===== src/rtl/load_align_unit.sv =====
// Load alignment unit: issues aligned memory reads for MIPS byte/half/word loads,
// tracks outstanding loads in order, and extracts/extends the addressed lane on return.
module load_align_unit #(
  parameter int DATA_W = 32,
  parameter int DEPTH  = 4
) (
  input  logic              clk,
  input  logic              rst,
  input  logic              req_valid,
  output logic              req_ready,
  input  logic [5:0]        req_op,
  input  logic [31:0]       req_addr,
  input  logic [4:0]        req_rd,
  output logic              mem_req_valid,
  input  logic              mem_req_ready,
  output logic [31:0]       mem_addr,
  input  logic              mem_rsp_valid,
  input  logic [DATA_W-1:0] mem_rsp_data,
  input  logic              flush,
  output logic              wb_valid,
  output logic [31:0]       wb_data,
  output logic [4:0]        wb_rd,
  output logic              adel,
  output logic [31:0]       adel_addr,
  output logic              spurious_rsp
);

  localparam int OFF_W = $clog2(DATA_W / 8);
  localparam int PTR_W = $clog2(DEPTH);
  localparam int CNT_W = PTR_W + 1;
  localparam logic [31:0] ADDR_MASK = ~32'(DATA_W / 8 - 1);

  localparam logic [5:0] OP_LB  = 6'b100000;
  localparam logic [5:0] OP_LH  = 6'b100001;
  localparam logic [5:0] OP_LBU = 6'b100100;
  localparam logic [5:0] OP_LHU = 6'b100101;

  localparam logic [2:0] K_LB  = 3'd0;
  localparam logic [2:0] K_LH  = 3'd1;
  localparam logic [2:0] K_LW  = 3'd2;
  localparam logic [2:0] K_LBU = 3'd3;
  localparam logic [2:0] K_LHU = 3'd4;

  function automatic logic [2:0] decode_op(input logic [5:0] op);
    case (op)
      OP_LB:   decode_op = K_LB;
      OP_LH:   decode_op = K_LH;
      OP_LBU:  decode_op = K_LBU;
      OP_LHU:  decode_op = K_LHU;
      default: decode_op = K_LW;
    endcase
  endfunction

  function automatic logic is_misaligned(input logic [2:0] kind, input logic [1:0] a);
    case (kind)
      K_LH, K_LHU: is_misaligned = a[0];
      K_LW:        is_misaligned = (a != 2'b00);
      default:     is_misaligned = 1'b0;
    endcase
  endfunction

  // Shifting the whole beat by the byte offset puts the addressed lane at bit 0,
  // which works for any lane size because the access is already known to be aligned.
  function automatic logic [31:0] extract(input logic [2:0] kind,
                                          input logic [OFF_W-1:0] off,
                                          input logic [DATA_W-1:0] data);
    logic [31:0] sh;
    sh = 32'(data >> {off, 3'b000});
    case (kind)
      K_LB:    extract = {{24{sh[7]}}, sh[7:0]};
      K_LBU:   extract = {24'd0, sh[7:0]};
      K_LH:    extract = {{16{sh[15]}}, sh[15:0]};
      K_LHU:   extract = {16'd0, sh[15:0]};
      default: extract = sh;
    endcase
  endfunction

  logic [2:0]       q_kind [DEPTH];
  logic [OFF_W-1:0] q_off  [DEPTH];
  logic [4:0]       q_rd   [DEPTH];
  logic [DEPTH-1:0] q_kill;
  logic [PTR_W-1:0] wr_ptr, rd_ptr;
  logic [CNT_W-1:0] count;

  logic       full, vld_p0, bad_p0, push, pop, drop, wb_load;
  logic [2:0] kind_p0;

  // Stage p0: request decode and queue control
  assign full      = (count == CNT_W'(DEPTH));
  assign req_ready = !full && !(mem_req_valid && !mem_req_ready) && !flush;
  assign vld_p0    = req_valid && req_ready;
  assign kind_p0   = decode_op(req_op);
  assign bad_p0    = is_misaligned(kind_p0, req_addr[1:0]);
  assign push      = vld_p0 && !bad_p0;
  assign pop       = mem_rsp_valid && (count != '0);
  assign drop      = flush && mem_req_valid && !mem_req_ready &&
                     !(pop && count == CNT_W'(1));
  assign wb_load   = pop && !q_kill[rd_ptr] && !flush;

  always_ff @(posedge clk) begin
    if (push) begin
      q_kind[wr_ptr] <= kind_p0;
      q_off[wr_ptr]  <= req_addr[OFF_W-1:0];
      q_rd[wr_ptr]   <= req_rd;
    end
  end

  // Stage p1: registered memory request, writeback and exception outputs
  always_ff @(posedge clk or posedge rst) begin
    if (rst) begin
      wr_ptr        <= '0;
      rd_ptr        <= '0;
      count         <= '0;
      q_kill        <= '0;
      mem_req_valid <= 1'b0;
      mem_addr      <= '0;
      wb_valid      <= 1'b0;
      wb_data       <= '0;
      wb_rd         <= '0;
      adel          <= 1'b0;
      adel_addr     <= '0;
      spurious_rsp  <= 1'b0;
    end else begin
      count <= count + CNT_W'(push) - CNT_W'(pop) - CNT_W'(drop);
      if (push)
        wr_ptr <= wr_ptr + PTR_W'(1);
      else if (drop)
        wr_ptr <= wr_ptr - PTR_W'(1);
      if (pop)
        rd_ptr <= rd_ptr + PTR_W'(1);

      if (flush)
        q_kill <= '1;
      else if (push)
        q_kill[wr_ptr] <= 1'b0;

      if (push) begin
        mem_req_valid <= 1'b1;
        mem_addr      <= req_addr & ADDR_MASK;
      end else if (mem_req_valid && (mem_req_ready || flush)) begin
        mem_req_valid <= 1'b0;
      end

      wb_valid <= wb_load;
      if (wb_load) begin
        wb_data <= extract(q_kind[rd_ptr], q_off[rd_ptr], mem_rsp_data);
        wb_rd   <= q_rd[rd_ptr];
      end

      adel <= vld_p0 && bad_p0;
      if (vld_p0 && bad_p0)
        adel_addr <= req_addr;

      if (mem_rsp_valid && count == '0)
        spurious_rsp <= 1'b1;
    end
  end

endmodule


===== config.mk =====
export PLATFORM = sky130hd
export DESIGN_NAME = load_align_unit
export DESIGN_NICKNAME = d
export VERILOG_FILES = /design/src/rtl/load_align_unit.sv
export SDC_FILE = /design/constraint.sdc
export NUM_CORES = 1
export LEC_CHECK = 0
export CELL_PAD_IN_SITES_DETAIL_PLACEMENT = 1
export CELL_PAD_IN_SITES_GLOBAL_PLACEMENT = 2
export CORE_ASPECT_RATIO = 0.75
export CORE_UTILIZATION = 31
export CTS_CLUSTER_SIZE = 20
export DETAILED_ROUTE_END_ITERATION = 6
export PLACE_DENSITY_LB_ADDON = 0.1
export SYNTH_ARGS = -nofsm -noshare
export SYNTH_HDL_FRONTEND = slang
export SYNTH_SLANG_ARGS = --single-unit

===== constraint.sdc =====
create_clock -name clk -period 4.1 [get_ports clk]
set_input_delay 0.41 -clock clk [delete_from_list [all_inputs] [get_ports clk]]
set_output_delay 0.41 -clock clk [all_outputs]
set_load 0.1 [all_outputs]

== Word level (Yosys, flattened, before mapping) ==
Memory sizes are Yosys's and may differ from the RTL's. A register that Yosys moved wholly into a read port is not among the register bits.
Cells that the tools add are included.

* $add $sub $neg: 6
* $lt $le $gt $ge: 3
* Equal/unequal tests: 12
* Shifts and indexed selects: 1
* Muxes and demuxes: 15
* Bitwise logic cells: 2
* Reduce and logical (&&, ||, !) cells: 32

{| class="wikitable"
|+ Operator list
! operator !! number
|-
| one-hot mux 32 bit (4 select lines) || 1
|-
| right shift 32 x 5 -> 32 bit || 1
|-
| == test 6 bit, second input constant || 4
|-
| logical AND 1 bit || 16
|-
| one-hot mux 3 bit (4 select lines) || 1
|-
| == test 3 x 1 -> 1 bit, second input constant || 3
|-
| == test 3 bit, second input constant || 3
|-
| 2-to-1 mux 4 bit || 2
|-
| nonzero test 2 bit || 4
|-
| zero test 1 bit || 7
|-
| == test 3 x 2 -> 1 bit, second input constant || 2
|-
| zero test 3 bit || 2
|-
| < comparator 2 x 3 -> 1 bit, second input constant || 2
|-
| 2-to-1 mux 1 bit || 6
|-
| subtractor 3 x 1 -> 3 bit || 2
|-
| adder 2 x 1 -> 2 bit, second input constant || 2
|-
| AND 4 bit || 1
|-
| 2-to-1 mux 2 bit || 2
|-
| inverter 4 bit || 1
|-
| adder 3 x 1 -> 3 bit || 1
|-
| nonzero test 3 bit || 1
|-
| binary-select mux 1 bit (select 2 bit) || 1
|-
| demux 1 bit (select 2 bit) || 1
|-
| >= comparator 2 x 1 -> 1 bit, second input constant || 1
|-
| other kinds (4) || 4
|}

* Register bits after elaboration: 109
* RAM bits: 40
* Input bits: 81
* Output and inout port bits: 106
* Memories kept: 3

{| class="wikitable"
|+ Memories
! name !! words !! bits a word !! rd ports !! clocked after Yosys merged registers in !! write ports !! line !! source
|-
| q_rd || 4 || 5 || 1 || 1 || 1 || 80 || <nowiki>logic [4:0] q_rd [DEPTH];</nowiki>
|-
| q_kind || 4 || 3 || 1 || 0 || 1 || 78 || <nowiki>logic [2:0] q_kind [DEPTH];</nowiki>
|-
| q_off || 4 || 2 || 1 || 0 || 1 || 79 || <nowiki>logic [OFF_W-1:0] q_off [DEPTH];</nowiki>
|}

== Longest topological paths before layout ==
Gate-level depths: netlist (run 1).

* Word-level depth: 10
* Depth in mapped cells: 11
* Depth with buffers taken out: 11

== Worst setup path before layout (run 1) ==
No wires, ideal clock.

* Path kind: register -> register
* Start point: register mem_req_valid
* End point: memory q_kind[2][0] (enable)
* Setup time: 0.395 ns
* Data arrival time: 5.222 ns
* Required time: 3.705 ns
* Slack: -1.517 ns
* Stages on the path, launching flop included: 5
* Buffers on the path: 0
* Cells stage by stage: dfrtp_1 -> nor2b_1 -> a211oi_1 -> nand4_1 -> nor3b_1

* Longest elaborated chain between the ends: 8

{| class="wikitable"
|+ Ends and longest elaborated chain
! item !! line !! source
|-
| start: declaration || 14 || <nowiki>output logic mem_req_valid,</nowiki>
|-
| start signal: assignment || 115 || <nowiki>mem_req_valid <= 1'b0;</nowiki>
|-
| start signal: assignment || 138 || <nowiki>mem_req_valid <= 1'b1;</nowiki>
|-
| start signal: assignment || 141 || <nowiki>mem_req_valid <= 1'b0;</nowiki>
|-
| logical AND 1 bit || 90 || <nowiki>assign req_ready = !full && !(mem_req_valid && !mem_req_ready) && !flush;</nowiki>
|-
| zero test 1 bit || 90 ||
|-
| logical AND 1 bit (2 in series) || 90 ||
|-
| net req_ready || 10 || <nowiki>output logic req_ready,</nowiki>
|-
| logical AND 1 bit || 91 || <nowiki>assign vld_p0 = req_valid && req_ready;</nowiki>
|-
| logical AND 1 bit || 94 || <nowiki>assign push = vld_p0 && !bad_p0;</nowiki>
|-
| 2-to-1 mux 1 bit || 101 || <nowiki>if (push) begin</nowiki>
|-
| 2-to-1 mux 1 bit (implied by the code) || 102 || <nowiki>q_kind[wr_ptr] <= kind_p0;</nowiki>
|-
| end: declaration || 78 ||
|}

The timed path passes the listed nets, and every way through them passes these cells.

== Worst setup path after layout (run 1) ==
* Start point: register rd_ptr[0]
* End point: register wb_data[22]

* Longest elaborated chain between the ends: 5
* Elaborated cells between the ends (all ways): 13
* Classes of those cells: 3 x eq/ne; 1 x shift; 3 x mux; 4 x reduce/logical; 2 x memory

{| class="wikitable"
|+ Ends and longest elaborated chain
! item !! line !! source
|-
| start: declaration || 82 || <nowiki>logic [PTR_W-1:0] wr_ptr, rd_ptr;</nowiki>
|-
| start signal: assignment || 130 || <nowiki>rd_ptr <= rd_ptr + PTR_W'(1);</nowiki>
|-
| branches (longest 5 deep; another with memory read (4 x 2 bit)) || - ||
|-
| end signal: assignment || 146 || <nowiki>wb_data <= extract(q_kind[rd_ptr], q_off[rd_ptr], mem_rsp_data);</nowiki>
|-
| end: declaration || 21 || <nowiki>output logic [31:0] wb_data,</nowiki>
|}

Several ways; the timed one is not identified. The select of a mux whose other input is x is not followed.
A chain may end at the register's enable or synchronous reset.

==> results summary, run 1 <==
The initial cell density of the core is 0.317. Max-cap violations in this run came to 0. The biggest area contributor in the post-synthesis netlist is dfrtp_1. The minimum period implied by the final worst setup slack is 3170 ps. The row count came out at 45. The share of the yosys chip area belonging to registers came out at 0.633. Counting both buffers and inverters, the worst setup path holds a total of 0.

The flow ran to the end, and the final reports show no timing, DRC or antenna violations. The longest individual stage delay on the worst path came out at 860 ps. The die is 168 microns wide. The max-slew violation count is 0. The core region is 20,200 sq um. The chip height is 126 microns.

The total overflow reported by the global router is 0. The top-level I/O count came out at 187. In this run the number of H-tree levels came out at 4. Walking the worst path, the cells encountered are mux4_2 -> or4b_1 -> or3_4 -> a21oi_2 -> a221o_1. The total die area came out at 21,200 sq um. The number of failing hold endpoints at the final stage was 0. The number of DRC markers after the initial detailed-route iteration came out at 214. The number of placed cells counting well taps is 907. After detailed routing, the average wire length per cell comes to 18.7 microns.

The kind of start point of the critical path is a flop. The register bit total from synthesis came out at 154. Setup violations remaining at the end of the flow were counted as 0. Tracing the worst setup path back leads to its startpoint at rd_ptr[0]$_DFFE_PP0N_.

The estimated wirelength of the detail-placed design is 12,400 microns. After synthesis, the mean cell area works out to 13.4 sq um. The number of antenna repair diodes is 0. The endpoint identified for the worst register-to-register timing path is wb_data[22]$_DFFE_PP0P_. For the pin with the worst max-slew slack, the measured transition is 1180 ps.

The number of global-route vias before repair came to 4,919. The sort of element at the end of the critical path is a flop. Port buffering added 184 buffers. On the final layout, the worst clock skew is 10.8 ps. During synthesis, Yosys emitted a total of 0 warnings.

TritonCTS created 17 clock buffers. The predominant post-synthesis flop cell is dfrtp_1. The instance count of the mapped netlist is 479. The startpoint identified for the worst register-to-register timing path is rd_ptr[0]$_DFFE_PP0N_. The net total in the final layout came out at 753.

The number of buffers inserted to repair setup after CTS came out at 0. The data arrival time at the worst-slack endpoint came out at 3510 ps. The peak fanout along the critical path is 16. The final cell count without fillers came out at 939.

The share of final-layout standard cells stronger than drive strength 1 came out at 0.169. Counting cells, the worst reg-to-reg path comes to 5. The fraction of registers with async set or reset after synthesis came out at 0.740. The part of the cycle the worst path needs came out at 0.774. The buffer levels on the longest clock path came out at 2. The cts-stage hold buffer count is 0.

Derived from the worst setup path, the maximum achievable clock frequency is 315 MHz. The family with the most delay on the worst path is simple AND/OR/NAND/NOR gates. For this design, the slowest cell found on the critical path is or4b_1. Clock-pin slew was measured on the worst setup and hold paths at 60 ps. The number of clock sinks is 154. The worst setup path category is flop to flop. The cell count along the critical path came out at 5. Counting flops with a built-in enable in the synthesized netlist gives 40. The number of antenna violations at the first check in global routing was 0. The via count normalized by instance count came out at 4.75. After routing, the total negative slack on setup checks comes to 0 ps.

The cell at the root of the clock tree is clkbuf_16. The area growth from synthesis to final layout is 43.6%. The first-pass GRT wire length is 28,400 microns.

The distinct cell type count of the synthesized netlist is 42. Following the worst setup path forward leads to its endpoint at wb_data[22]$_DFFE_PP0P_. The combined area of all synthesized cells is 6400 sq um. The detailed-route via count is 4,458. For this block, the routed nets add up to 17,500 microns of wire. Ranked by total cell area, the synthesized netlist is headed by dfrtp_1 45%, edfxtp_1 19%, mux2_2 9.3%, nand2_1 6.4%, mux4_2 3.9%.

TritonCTS built the clock tree. Entering global routing, the biggest net connects 54 pins. The min-delay analysis places its worst path in the category input pin to async pin. The post-cts sizing count came out at 0. The placer congestion estimate came out at 0.712. The clock latency of the later-clocked register in the worst-skew pair is 410 ps. The length of the first detailed-routing pass in iterations is 4. The worst reg-to-reg setup slack came out at 930 ps. The global-route usage over all layers came out at 0.176.

The worst slew margin relative to its limit is 0.209. Setup repair after global routing left no endpoint under its margin. The required time at the endpoint of the critical path came out at 4440 ps. The proportion of netlist area held by the largest area contributor is 0.446. The number of nets still failing antenna checks after routing is 0. The number of DRC violations after detailed routing came out at 0.
## metal layers
layer,GRT usage,share of wire
met3,0.0643,0.077
met4,0.0567,0.0051
met1,0.231,0.46
met5,0,0
met2,0.272,0.46
## registers in the layout, summed over array words and instances, names as in the netlist
name and cells:
spurious_rsp 1, adel 1, wb_valid 1, wb_rd 5, wb_data 32, q_kill 4, wr_ptr 2, mem_addr 30
q_kind 12, adel_addr 32, q_off 8, rd_ptr 2, count 3, q_rd 20, mem_req_valid 1
## area by class of cell
class / instances / area (sq um)
flip-flops and latches: 154 / 4050
multi-input cells: 287 / 2210
clock buffers: 23 / 503
fillers: 2092 / 11000
clock inverters: 9 / 133
inverters: 13 / 51.3
well taps: 258 / 323
repair buffers: 195 / 1920
## how the worst min path moves through the flow
stage,start,to,cells after the start
after floorplan,wr_ptr[1]$_DFFE_PP0P_,wr_ptr[1]$_DFFE_PP0P_,1
after global placement,spurious_rsp$_DFFE_PP0P_,spurious_rsp$_DFFE_PP0P_,1
after detailed placement,spurious_rsp$_DFFE_PP0P_,spurious_rsp$_DFFE_PP0P_,1
after CTS,spurious_rsp$_DFFE_PP0P_,spurious_rsp$_DFFE_PP0P_,1
after global routing,spurious_rsp$_DFFE_PP0P_,spurious_rsp$_DFFE_PP0P_,1
final,rst,wb_data[0]$_DFFE_PP0P_,2
## layout by cell type (no fill, tap or decap), types with 4 or more instances in the layout
| master | n |
|---|---|
| mux2_2 | 53 |
| inv_1 | 10 |
| a22oi_1 | 8 |
| ha_1 | 4 |
| nor2_1 | 4 |
| nand2_1 | 109 |
| buf_4 | 12 |
| o21ai_0 | 11 |
| o21bai_1 | 4 |
| edfxtp_1 | 40 |
| mux2i_1 | 19 |
| mux4_2 | 11 |
| dfrtp_1 | 114 |
| clkdlybuf4s50_1 | 183 |
| o2bb2ai_1 | 8 |
| a221o_1 | 16 |
| xnor2_1 | 8 |
| clkbuf_16 | 18 |
## stage by stage
stage          area [sq um]  hold WS (ps)  utilization  worst slack (ps)
6_report               9190           462        0.455               928
5_1_grt                9190           479        0.455               824
4_1_cts                9190           462        0.455               954
3_5_place_dp           8560           448        0.423               777
3_3_place_gp           8560           445        0.423               829
2_1_floorplan          6420           494            -               302
## cells in the mapped netlist (all sizes together), types with 5 or more instances
library cell and n:
dfrtp 114, nand2 109, mux2 53, edfxtp 40, mux2i 19, a221o 16, buf 16, inv 12
mux4 11, o21ai 11, clkbuf 10, a22oi 8, o2bb2ai 8, xnor2 8, a21oi 5
## cell families after synthesis
kind of cell | count (synthesis) | synth area share
flops | 154 | 0.633
simple gates | 133 | 0.0899
mux | 83 | 0.162
compound gates | 56 | 0.0684
buf+inv | 39 | 0.0260
xor+xnor | 9 | 0.0123
fa+ha+maj | 4 | 0.00782
other cells | 1 | 0.000586
## worst reg2reg max path: cells and delay by family, from the launching register on
family,cells,cell delay (ps)
and+or+nand+nor,2,1380
AOI/OAI and AO/OA,2,840
muxes,1,510
DFF,1,380
Power of run 1 is left out: the tool's default activity adds up to more than one toggle a clock period on the data nets, which glitch-free logic cannot reach.
==> run 2: changes to the inputs <==
--- a/config.mk
+++ b/config.mk
@@ -8,7 +8,7 @@
 export CELL_PAD_IN_SITES_DETAIL_PLACEMENT = 1
 export CELL_PAD_IN_SITES_GLOBAL_PLACEMENT = 2
 export CORE_ASPECT_RATIO = 0.75
-export CORE_UTILIZATION = 31
+export CORE_UTILIZATION = 28
 export CTS_CLUSTER_SIZE = 20
 export DETAILED_ROUTE_END_ITERATION = 6
 export PLACE_DENSITY_LB_ADDON = 0.1
==> constraint.sdc (replaced) <==
create_clock -name clk -period 2.85 [get_ports clk]
set_input_delay 0.285 -clock clk [delete_from_list [all_inputs] [get_ports clk]]
set_output_delay 0.285 -clock clk [all_outputs]
set_load 0.1 [all_outputs]
==> results summary, run 2 (synthesis results as in run 1) <==
The number of buffers inserted to repair setup after CTS came out at 0 (unchanged). The number of DRC violations after detailed routing is 0 (unchanged). Largest registers: adel_addr (32), wb_data (32), mem_addr (30) (unchanged). The wire length reported by the detailed router came out at 17,700 microns (was 17,500 microns). Most frequent cells in the layout: 124 x buf_4, 113 x dfrtp_1, 109 x nand2_1, 80 x clkdlybuf4s50_1, 53 x mux2_2 (was 183 x clkdlybuf4s50_1, 114 x dfrtp_1, 109 x nand2_1, 53 x mux2_2, 40 x edfxtp_1). The maximum clock frequency was 381 MHz (was 315 MHz). The via count normalized by instance count came out at 4.52 (was 4.75).

The estimated wirelength of the detail-placed design is 12,800 microns (was 12,400 microns). The number of DRC markers after the initial detailed-route iteration was 207 (was 214). The sort of element at the end of the critical path is a flop (unchanged). RSZ-0062 raised after global routing: false (unchanged). The max-slew violation count came out at 0 (unchanged).

The number of global-route vias before repair is 4,963 (was 4,919). The width of the chip is 177 microns (was 168 microns). The number of buffer cells added on primary ports is 184 (unchanged).

The net total in the final layout came out at 767 (was 753). The setup total negative slack is 0 ps (unchanged). The most common library cell in the layout ignoring fill and taps is buf_4 (was clkdlybuf4s50_1). The clock transition time at the flip-flop clock pins of the worst setup and hold paths came out at 70 ps (was 60 ps). The measured slew at the worst slew-check pin came out at 1090 ps (was 1180 ps). The CTS H-tree depth is 4 (unchanged). The number of antenna repair diodes came to 0 (unchanged). The number of failing hold endpoints at the final stage came to 0 (unchanged). The buffer levels on the longest clock path was 2 (unchanged).

The first-pass GRT wire length came out at 28,600 microns (was 28,400 microns). The final-layout fill cell count was 2,353 (was 2,092). The type of the tightest min-delay check was input pin to async pin (unchanged). The number of clock sinks came to 154 (unchanged). The kind of start point of the critical path is a flop (unchanged). The clock latency of the later-clocked register in the worst-skew pair is 410 ps (about the same). The required time at the endpoint of the critical path came out at 3200 ps (was 4440 ps). The total overflow reported by the global router came out at 0 (unchanged).

The initial cell density of the core is 0.288 (was 0.317). The TritonCTS clock tree is done (unchanged). The final setup violation count came out at 0 (unchanged).

The placer congestion estimate came out at 0.731 (was 0.712). The worst clock skew was 13.3 ps (was 10.8 ps). The worst setup path category is flop to flop (unchanged). The cts-stage hold buffer count came out at 0 (unchanged). The number of nets still failing antenna checks after routing is 0 (unchanged). The area growth from synthesis to final layout came out at 42.0% (was 43.6%). The total die area was 23,500 sq um (was 21,200 sq um). The top-level I/O count is 187 (unchanged). The row count is 47 (was 45). The peak fanout along the critical path is 8 (was 16). The average wire length per cell after detail routing came to 17.9 microns (was 18.7 microns). The detailed-route via count is 4,471 (was 4,458). The cell at the root of the clock tree is clkbuf_16 (unchanged). The share of final-layout standard cells stronger than drive strength 1 came out at 0.341 (was 0.169).

The post-cts sizing count came to 0 (unchanged). The global-route usage over all layers came out at 0.158 (was 0.176). The number of buffers created by CTS came out at 17 (unchanged). The depth of the worst register-to-register path is 5 (unchanged). The worst slew margin relative to its limit came to 0.269 (was 0.209). The data arrival time at the worst-slack endpoint is 2970 ps (was 3510 ps). The part of the cycle the worst path needs came out at 0.921 (was 0.774). The pin count of the biggest net entering global routing came out at 115 (was 54). The number of antenna violations at the first check in global routing came out at 0 (unchanged). The number of violations of the max-capacitance limit is 0 (unchanged).

Run status: completed (unchanged). The length of the first detailed-routing pass in iterations was 4 (unchanged). The minimum period implied by the final worst setup slack is 2630 ps (was 3170 ps). The core outline area came to 22,200 sq um (was 20,200 sq um). The chip height was 133 microns (was 126 microns).
-- run 2: stage by stage --
step / cells / cell area [sq um] / util / setup slack [ps] / hold WS, ps
6_report: 989 / 9090 / 0.409 / 225 / 414
3_5_place_dp: 957 / 8550 / 0.384 / -0.325 / 454
4_1_cts: 989 / 9090 / 0.409 / 181 / 407
5_1_grt: 989 / 9090 / 0.409 / 95.3 / 436
2_1_floorplan: 480 / 6460 / - / -437 / 384
3_3_place_gp: 957 / 8550 / 0.384 / 44.1 / 449
-- run 2: cell type report --
| cell class | count | area [sq um] | share of cell area |
|---|---|---|---|
| inverter | 13 | 52.6 | 0.00578 |
| sequential | 154 | 4060 | 0.446 |
| clock inverter | 15 | 116 | 0.0128 |
| timing repair buffer | 209 | 1830 | 0.202 |
| multi-input combinational | 287 | 2240 | 0.246 |
| clock buffer | 17 | 425 | 0.0468 |
| tap | 294 | 368 | 0.0405 |
-- run 2: final timing paths --
| path | startpoint | endpoint | slack (ps) |
|---|---|---|---|
| setup / recovery | rd_ptr[0]$_DFFE_PP0N_ | wb_data[15]$_DFFE_PP0P_ | 220 |
| hold / removal | rst | adel_addr[6]$_DFFE_PP0P_ | 410 |
| max in group asynchronous | rst | adel_addr[16]$_DFFE_PP0P_ | 1950 |
| min in group clk | req_addr[19] | mem_addr[19]$_DFFE_PP0P_ | 430 |
| hold reg to reg | mem_addr[3]$_DFFE_PP0P_ | mem_addr[3]$_DFFE_PP0P_ | 480 |
| setup reg to reg | rd_ptr[0]$_DFFE_PP0N_ | wb_data[15]$_DFFE_PP0P_ | 220 |
-- run 2: layer usage --
metal / up-vias / global-route usage / share of wire
li1: 2105 / - / -
met1: 2259 / 0.222 / 0.48
met2: 99 / 0.241 / 0.47
met3: 8 / 0.0448 / 0.052
met4: 0 / 0.0388 / 0.0066
met5: - / 0 / 0
-- run 2: worst max-delay path, cell delays in order (launching register included) --
cell	delay, ps
dfrtp_1	370
mux4_2	530
or4b_1	600
or3_4	420
or3b_1	530
nand2_1	100
Power of run 2 is left out for the same reason.
